## src/rtl/reset_seq_pkg.sv

```systemverilog
// Shared constants for the reset sequencer: FSM encoding, reset-cause codes
// and a counter width helper.
package reset_seq_pkg;

    localparam logic [1:0] ST_HOLD    = 2'd0;
    localparam logic [1:0] ST_STRETCH = 2'd1;
    localparam logic [1:0] ST_RELEASE = 2'd2;
    localparam logic [1:0] ST_RUN     = 2'd3;

    localparam logic [1:0] CAUSE_RESET = 2'b00;
    localparam logic [1:0] CAUSE_BTN   = 2'b01;
    localparam logic [1:0] CAUSE_SW    = 2'b10;
    localparam logic [1:0] CAUSE_WDT   = 2'b11;

    // Bits needed to hold values 0..max_val, never less than one.
    function automatic int unsigned cnt_width(input int unsigned max_val);
        return (max_val < 2) ? 1 : $clog2(max_val + 1);
    endfunction

endpackage

```

## src/rtl/reset_seq_debounce.sv

```systemverilog
// Board push-button conditioning: 2-flop synchroniser followed by a saturating
// low-level debounce counter with a registered trigger.
module reset_debounce
    import reset_seq_pkg::*;
#(
    parameter int unsigned DEBOUNCE = 16
) (
    input  logic clk,
    input  logic reset,
    input  logic i_ext_resetn,
    output logic o_btn_trig,
    output logic o_btn_level
);

    localparam int unsigned CW = cnt_width(DEBOUNCE);

    logic          r_sync1;
    logic          r_sync2;
    logic [CW-1:0] r_cnt;
    logic          r_trig;

    // Synchroniser resets to the released (high) level.
    always_ff @(posedge clk or posedge reset) begin
        if (reset) begin
            r_sync1 <= 1'b1;
            r_sync2 <= 1'b1;
        end else begin
            r_sync1 <= i_ext_resetn;
            r_sync2 <= r_sync1;
        end
    end

    always_ff @(posedge clk or posedge reset) begin
        if (reset) begin
            r_cnt <= '0;
        end else if (r_sync2) begin
            r_cnt <= '0;
        end else if (r_cnt != CW'(DEBOUNCE)) begin
            r_cnt <= r_cnt + CW'(1);
        end
    end

    always_ff @(posedge clk or posedge reset) begin
        if (reset) begin
            r_trig <= 1'b0;
        end else begin
            r_trig <= (r_cnt == CW'(DEBOUNCE));
        end
    end

    assign o_btn_trig  = r_trig;
    assign o_btn_level = r_sync2;

endmodule

```

## src/rtl/reset_seq.sv

```systemverilog
// Reset sequencer: merges PLL reset, debounced button and software request,
// stretches, then releases NUM_OUT active-low resets in a staggered order.
// Optional watchdog trigger enabled by defining RESET_SEQ_WDT_EN.
module reset_seq
    import reset_seq_pkg::*;
#(
    parameter int unsigned NUM_OUT     = 3,
    parameter int unsigned STRETCH     = 8,
    parameter int unsigned STAGGER     = 4,
    parameter int unsigned DEBOUNCE    = 16,
    parameter int unsigned WDT_TIMEOUT = 1024
) (
    input  logic               clk,
    input  logic               reset,
    input  logic               ext_resetn,
    input  logic               sw_reset_req,
    input  logic               wdt_kick,
    output logic [NUM_OUT-1:0] resetn_o,
    output logic               all_released,
    output logic [1:0]         reset_cause
);

    localparam int unsigned CNT_MAX = (STRETCH > STAGGER) ? STRETCH : STAGGER;
    localparam int unsigned CW      = cnt_width(CNT_MAX);

    logic [1:0]         r_state;
    logic [CW-1:0]      r_cnt;
    logic [NUM_OUT-1:0] r_resetn;
    logic               r_all;
    logic [1:0]         r_cause;

    logic [1:0]         w_state_nxt;
    logic [CW-1:0]      w_cnt_nxt;
    logic [NUM_OUT-1:0] w_resetn_nxt;
    logic [1:0]         w_cause_nxt;
    logic               w_btn_trig;
    logic               w_btn_level;
    logic               w_wdt_expire;
    logic               w_trig;
    logic               w_unused;

    reset_debounce #(
        .DEBOUNCE (DEBOUNCE)
    ) u_debounce (
        .clk          (clk),
        .reset        (reset),
        .i_ext_resetn (ext_resetn),
        .o_btn_trig   (w_btn_trig),
        .o_btn_level  (w_btn_level)
    );

`ifdef RESET_SEQ_WDT_EN
    localparam int unsigned WW = cnt_width(WDT_TIMEOUT);

    logic [WW-1:0] r_wdt_cnt;

    // Watchdog only ages while the system is fully released.
    always_ff @(posedge clk or posedge reset) begin
        if (reset) begin
            r_wdt_cnt <= '0;
        end else if ((r_state != ST_RUN) || wdt_kick || w_trig) begin
            r_wdt_cnt <= '0;
        end else if (r_wdt_cnt != WW'(WDT_TIMEOUT)) begin
            r_wdt_cnt <= r_wdt_cnt + WW'(1);
        end
    end

    assign w_wdt_expire = (r_state == ST_RUN) && (r_wdt_cnt == WW'(WDT_TIMEOUT));
    assign w_unused     = w_btn_level;
`else
    assign w_wdt_expire = 1'b0;
    assign w_unused     = ^{wdt_kick, w_btn_level, (WDT_TIMEOUT == 0)};
`endif

    assign w_trig = w_btn_trig | sw_reset_req | w_wdt_expire;

    always_ff @(posedge clk or posedge reset) begin
        if (reset) begin
            r_state  <= ST_HOLD;
            r_cnt    <= '0;
            r_resetn <= '0;
            r_all    <= 1'b0;
            r_cause  <= CAUSE_RESET;
        end else begin
            r_state  <= w_state_nxt;
            r_cnt    <= w_cnt_nxt;
            r_resetn <= w_resetn_nxt;
            r_all    <= &w_resetn_nxt;
            r_cause  <= w_cause_nxt;
        end
    end

    // Released bits form a thermometer code growing from bit 0.
    always_comb begin
        w_state_nxt  = r_state;
        w_cnt_nxt    = r_cnt;
        w_resetn_nxt = r_resetn;
        w_cause_nxt  = r_cause;
        if (w_trig) begin
            w_state_nxt  = ST_HOLD;
            w_cnt_nxt    = '0;
            w_resetn_nxt = '0;
            if (w_btn_trig) begin
                w_cause_nxt = CAUSE_BTN;
            end else if (sw_reset_req) begin
                w_cause_nxt = CAUSE_SW;
            end else begin
                w_cause_nxt = CAUSE_WDT;
            end
        end else begin
            case (r_state)
                ST_HOLD: begin
                    w_state_nxt = ST_STRETCH;
                    w_cnt_nxt   = '0;
                end
                ST_STRETCH: begin
                    if (r_cnt == CW'(STRETCH - 1)) begin
                        w_cnt_nxt    = '0;
                        w_resetn_nxt = NUM_OUT'(1);
                        w_state_nxt  = (NUM_OUT == 1) ? ST_RUN : ST_RELEASE;
                    end else begin
                        w_cnt_nxt = r_cnt + CW'(1);
                    end
                end
                ST_RELEASE: begin
                    if (r_cnt == CW'(STAGGER - 1)) begin
                        w_cnt_nxt    = '0;
                        w_resetn_nxt = (r_resetn << 1) | NUM_OUT'(1);
                        if (w_resetn_nxt[NUM_OUT-1]) begin
                            w_state_nxt = ST_RUN;
                        end
                    end else begin
                        w_cnt_nxt = r_cnt + CW'(1);
                    end
                end
                default: begin
                end
            endcase
        end
    end

    assign resetn_o     = r_resetn;
    assign all_released = r_all;
    assign reset_cause  = r_cause;

endmodule
```

## config.mk

```make
export PLATFORM = sky130hd
export DESIGN_NAME = reset_seq
export DESIGN_NICKNAME = d
export VERILOG_FILES = /design/src/rtl/reset_seq_pkg.sv /design/src/rtl/reset_seq_debounce.sv /design/src/rtl/reset_seq.sv
export SDC_FILE = /design/constraint.sdc
export NUM_CORES = 1
export LEC_CHECK = 0
export ABC_AREA = 1
export CAP_MARGIN = 20
export CORE_UTILIZATION = 54
export DETAILED_ROUTE_END_ITERATION = 7
export PLACE_DENSITY_LB_ADDON = 0.25
export SYNTH_ARGS = -nofsm -noshare
export SYNTH_HDL_FRONTEND = slang
export SYNTH_SLANG_ARGS = --single-unit
export TNS_END_PERCENT = 10
```

## constraint.sdc

```tcl
create_clock -name clk -period 2.15 [get_ports clk]
set_clock_uncertainty 0.2 [all_clocks]
set_input_delay 0.5375 -clock clk [delete_from_list [all_inputs] [get_ports clk]]
set_output_delay 0.5375 -clock clk [all_outputs]
set_load 0.01 [all_outputs]
```

==> reports/qor.csv, run 1 <==
metric,value,unit
status,"complete, no violations",
first_global_vias,736,
fmax,0.511,GHz
fp.dieArea,2170,um^2
synth_edf_count,0,
cts_resized,0,
clock_path_buffers,2,
cp_data_arrival_time,1.22,ns
setup_ws,0.192,ns
syn_area_per_cell,8.64,um^2
viasPerCell,4.94,
mostFrequentLayoutCells,"25 x nand2_1, 19 x inv_1, 18 x dfrtp_1",
core_area,1780,um^2
r2r_end,r_cnt[3]$_DFFE_PP0P_,
switching_power,442,uW
io_buffers,9,
cts-root-buf,clkbuf_4,
path_class,reg -> out,
synth_area_leaders,"dfrtp_1 42%, nand2_1 8.8%, ha_1 8.2%",
hold_depth,0,
antenna_found_initial,0,
r2r_cells,8,
worst_slew_pin_slew,0.255,ns
min_period,1.96,ns
synth_top_area_cell,dfrtp_1,
die_y,46.5,um
holdCritStartpoint,u_debounce.r_sync1$_DFF_PP1_,
die_w,46.5,um
synth_nets,136,
drive_above_1_share,15.9,%
cts_setup_buffers,0,
routed_wl,1690,um
final_common_cell,nand2_1,
dpl.hpwl,1320,um
io_pins,11,
grt_max_degree,21,
rows,15,
grt_usage,18.9,%
syn_inst,124,
start_util,60.1,%
grt.busiest_layer,met2,
cp_max_fo,3,
h-tree-depth,1,
crit_path_end_kind,output pin,
reg2reg_from,r_state[0]$_DFFE_PP0P_,
yosys_warnings,0,
synthArstFlopShare,100,%
cts_buffers,3,
crit_path_start_kind,register,
ys_types,22,
first_pass_iters,4,
gp_congestion,0.864,
vias,805,
power_frac_seq,36.9,%
netlist_area,1070,um^2
finalNonFillerCells,163,
p_int,776,uW
synth_top_cell_area_share,42.1,%
r2r_setup_slack,0.48,ns
met1_usage,22.8,%
hold_buffers,0,
critical-path-top-delay-family,buffers and inverters,
whs_endpoint,u_debounce.o_btn_level$_DFF_PP1_,
cp_cell_sequence,clkdlybuf4s50_1,
clock_power_share,24.5,%
synth_seq_cells,20,
clock_sinks,20,
cp_slowest_stage_delay,0.54,ns
drt_iter0_markers,10,
path_clk_slew,0.11,ns
grt_first_pass_wirelength,2870,um
power_frac_comb,38.7,%
fin_tns_setup,0,ns
period_share,91.1,%
crit_buf_inv,1,
cap_viol_max_count,0,
drc,0,
final_hold_viol_count,0,
dp_cells,159,
p_per_area,973,nW/um^2
clk_latency,0.29,ns
grt_use_met3,3.53,%
slowest_stage,clkdlybuf4s50_1,
synth_top_flop_cell,dfrtp_1,
antenna_left,0,
setup_viol,0,
cts_tree,built,
grt_overflow_total,0,
nNetsFinal,151,
holdCritPathClass,reg -> reg,
antenna_cells,0,
ir_drop,670,uV
slew_viol_final,0,
wl_per_cell,10.4,um
cp.required,1.41,ns
power.leakage,0.603,nW
area_delta_synth_final,16.9,%
rsz0062_at_grt,false,
met2_usage,32.8,%
ys_seq_area_share,47.0,%
place_ws,0.228,ns
swShare,36.3,%
slew-limit-headroom,83.0,%
## routing by layer
metal  wire length [um]  up-vias
met3                 23        2
met4                 13        0
met1                777      375
met5                  0        -
li1                   -      424
met2                879        4
## layout make-up
class                      count  area, um^2
tap                           25        31.3
timing repair buffer          10        97.6
sequential                    20         503
multi-input combinational     83         489
inverter                      21        78.8
fill                         148         531
clock buffer                   3        22.5
clock inverter                 1        30.0
## cells by family (layout without fill, tap and decap cells)
kind of cell | after synthesis | after routing | share of synthesized area, %
AO/OA/AOI/OAI | 13 | 13 | 6.89
XOR/XNOR | 1 | 1 | 0.818
adder cells (fa/ha/maj) | 7 | 7 | 8.18
buffers and inverters | 21 | 35 | 7.36
flip-flops | 20 | 20 | 47.0
multiplexers | 1 | 1 | 0.935
AND/OR/NAND/NOR | 61 | 61 | 28.9
## worst max path at each step
stage | from | endpoint | depth (start not counted)
detailed placement | sw_reset_req | r_cnt[2]$_DFFE_PP0P_ | 6
global placement | sw_reset_req | r_cnt[0]$_DFFE_PP0P_ | 6
finish | resetn_o[0]$_DFF_PP0_ | resetn_o[0] | 1
global route | resetn_o[2]$_DFF_PP0_ | resetn_o[2] | 1
CTS | resetn_o[1]$_DFF_PP0_ | resetn_o[1] | 1
floorplan | r_state[0]$_DFFE_PP0P_ | r_cnt[3]$_DFFE_PP0P_ | 8
## cell usage after synthesis (3+ instances only)
master and count:
nand2_1 25, inv_1 19, dfrtp_1 18, nand3_1 12, nor2_1 8, a21oi_1 7
ha_1 7, nand2_2 5, nand4_1 3, o21ai_0 3
## power by group through the flow
stage               combinational [mW]  clock [mW]  sequential, mW
finish                           0.471       0.298           0.449
global route                     0.542       0.321           0.454
CTS                              0.475       0.308           0.449
detailed placement               0.467           0           0.457
global placement                 0.460           0           0.455
floorplan                        0.376           0           0.453
## stage by stage
stage / total power, mW / instance area [um^2] / hold WS, ns / utilization, %
after CTS: 1.23 / 1250 / 0.168 / 70.2
after detailed placement: 0.924 / 1200 / 0.151 / 67.3
after global placement: 0.915 / 1200 / 0.147 / 67.3
after global routing: 1.32 / 1250 / 0.170 / 70.2
final: 1.22 / 1250 / 0.165 / 70.2
after floorplan: 0.830 / 1070 / 0.145 / -
## sequential cells by signal, summed over array words and instances, names as in the netlist, 2 cells and up
register	cells
u_debounce.r_cnt	5
r_cnt	4
resetn_o	3
r_state	2
reset_cause	2
No activity file was read; power rests on OpenSTA's default activity.
==> run 2, diff against run 1 <==
CORE_ASPECT_RATIO = 0.75   (was default)
CORE_MARGIN = 8   (was default)
==> run 2 against run 1 <==
Net effect: die area increased by 70%; fmax shrank 1.6%; final cell count decreased by 0.61%; via count is 1.6% higher; clock-buffer cell count stayed put.
==> reports/qor.csv, run 2 (synthesis gave the netlist of run 1 again) <==
metric,value,unit,change
mostFrequentLayoutCells,"25 x nand2_1, 19 x inv_1, 18 x dfrtp_1",,unchanged
routed_wl,1960,um,was 1690 um
die_w,67.4,um,was 46.5 um
crit_path_end_kind,output pin,,unchanged
dp_cells,158,,was 159
fin_util,64.4,%,was 70.2%
grt_overflow_total,0,,unchanged
power.leakage,0.603,nW,unchanged
whs_endpoint,u_debounce.o_btn_level$_DFF_PP1_,,unchanged
fp.dieArea,3680,um^2,was 2170 um^2
hold_buffers,0,,unchanged
setup_ws,0.160,ns,was 0.192 ns
critical-path-top-delay-family,buffers and inverters,,unchanged
cts_setup_buffers,0,,unchanged
dpl.hpwl,1530,um,was 1320 um
area_delta_synth_final,16.8,%,was 16.9%
drc,0,,unchanged
final_common_cell,nand2_1,,unchanged
first_pass_iters,4,,unchanged
p_per_area,995,nW/um^2,was 973 nW/um^2
cts_resized,0,,unchanged
antenna_left,0,,unchanged
io_pins,11,,unchanged
holdCritStartpoint,u_debounce.r_sync1$_DFF_PP1_,,unchanged
first_global_vias,824,,was 736
antenna_found_initial,0,,unchanged
slew_viol_final,0,,unchanged
period_share,92.6,%,was 91.1%
clk_latency,0.31,ns,was 0.29 ns
antenna_cells,0,,unchanged
finalNonFillerCells,162,,was 163
clock_sinks,20,,unchanged
path_class,reg -> out,,unchanged
h-tree-depth,1,,unchanged
worst_slew_pin_slew,0.288,ns,was 0.255 ns
p_total,1.24,mW,was 1.22 mW
cts_tree,built,,unchanged
cts-root-buf,clkbuf_4,,unchanged
final_hold_viol_count,0,,unchanged
placed_cell_area,1200,um^2,about the same
regMostFlops,u_debounce.r_cnt,,unchanged
r2r_end,r_cnt[3]$_DFFE_PP0P_,,unchanged
hold_slack,0.167,ns,was 0.165 ns
grt_usage,12.6,%,was 18.9%
fin_tns_setup,0,ns,unchanged
slowest_stage,clkdlybuf4s50_1,,unchanged
cp.depth,1,,unchanged
cp_slowest_stage_delay,0.55,ns,was 0.54 ns
wl_per_cell,12.1,um,was 10.4 um
grt_first_pass_wirelength,3480,um,was 2870 um
fmax,0.502,GHz,was 0.511 GHz
cp_cell_sequence,clkdlybuf4s50_1,,unchanged
drive_above_1_share,15.9,%,unchanged
crit_path_start_kind,register,,unchanged
hold_depth,0,,unchanged
ir_drop,921,uV,was 670 uV
viasPerCell,5.05,,was 4.94
status,"complete, no violations",,unchanged
core_area,1940,um^2,was 1780 um^2
drt_iter0_markers,34,,was 10
cp.required,1.41,ns,about the same
cp_data_arrival_time,1.25,ns,was 1.22 ns
gp_congestion,0.869,,was 0.864
fill_cells,162,,was 148
r2r_cells,8,,unchanged
reg2reg_from,r_state[0]$_DFFE_PP0P_,,unchanged
grt_max_degree,16,,was 21
r2r_setup_slack,0.43,ns,was 0.48 ns
die_y,54.6,um,was 46.5 um
nNetsFinal,151,,unchanged
holdCritPathClass,reg -> reg,,unchanged
cp_max_fo,2,,was 3
place_ws,0.208,ns,was 0.228 ns
rows,14,,was 15
vias,818,,was 805
crit_buf_inv,1,,unchanged
io_buffers,9,,unchanged
fin_area,1250,um^2,about the same
start_util,55.1,%,was 60.1%
slew-limit-headroom,80.8,%,was 83.0%
setup_viol,0,,unchanged
largest_reg_flops,5,,unchanged
min_period,1.99,ns,was 1.96 ns
path_clk_slew,0.11,ns,about the same
clock_path_buffers,2,,unchanged
cap_viol_max_count,0,,unchanged
cts_buffers,3,,unchanged
rsz0062_at_grt,false,,unchanged
run 2: cell counts in the layout (fill, tap and decap cells not counted):
Identical to the previous run, type by type.
run 2: worst max-delay path by stage:
stage,start,end
final,resetn_o[2]$_DFF_PP0_,resetn_o[2]
after global routing,resetn_o[1]$_DFF_PP0_,resetn_o[1]
after CTS,resetn_o[1]$_DFF_PP0_,resetn_o[1]
after detailed placement,sw_reset_req,r_cnt[1]$_DFFE_PP0P_
after floorplan,r_state[0]$_DFFE_PP0P_,r_cnt[3]$_DFFE_PP0P_
after global placement,sw_reset_req,r_cnt[1]$_DFFE_PP0P_
run 2: report_power, final:
group | switching (mW) | total, mW | internal (mW)
logic | 0.315 | 0.489 | 0.175
clock network | 0.118 | 0.307 | 0.189
registers | 0.0336 | 0.449 | 0.415
total | 0.466 | 1.24 | 0.778
run 2: final cells by class:
type	instances	area [um^2]	area share [%]
well taps	24	30.0	2.40
clock inverters	1	30.0	2.40
clock buffers	3	22.5	1.80
flip-flops and latches	20	503	40.2
multi-input cells	83	489	39.1
repair buffers	10	97.6	7.80
inverters	21	78.8	6.30
run 2: per-layer routing:
layer / GRT usage (%) / part of all wire (%)
met5: 0 / 0
met1: 14.7 / 47
met2: 21.7 / 48
met4: 4.15 / 1.3
met3: 4.29 / 3.5
run 2: worst reg2reg max path: cells and delay by family, from the launching register on:
kind / cells / cell delay (ns)
buffers and inverters: 2 / 0.12
and+or+nand+nor: 5 / 0.59
adders and majority gates: 1 / 0.30
DFF: 1 / 0.42
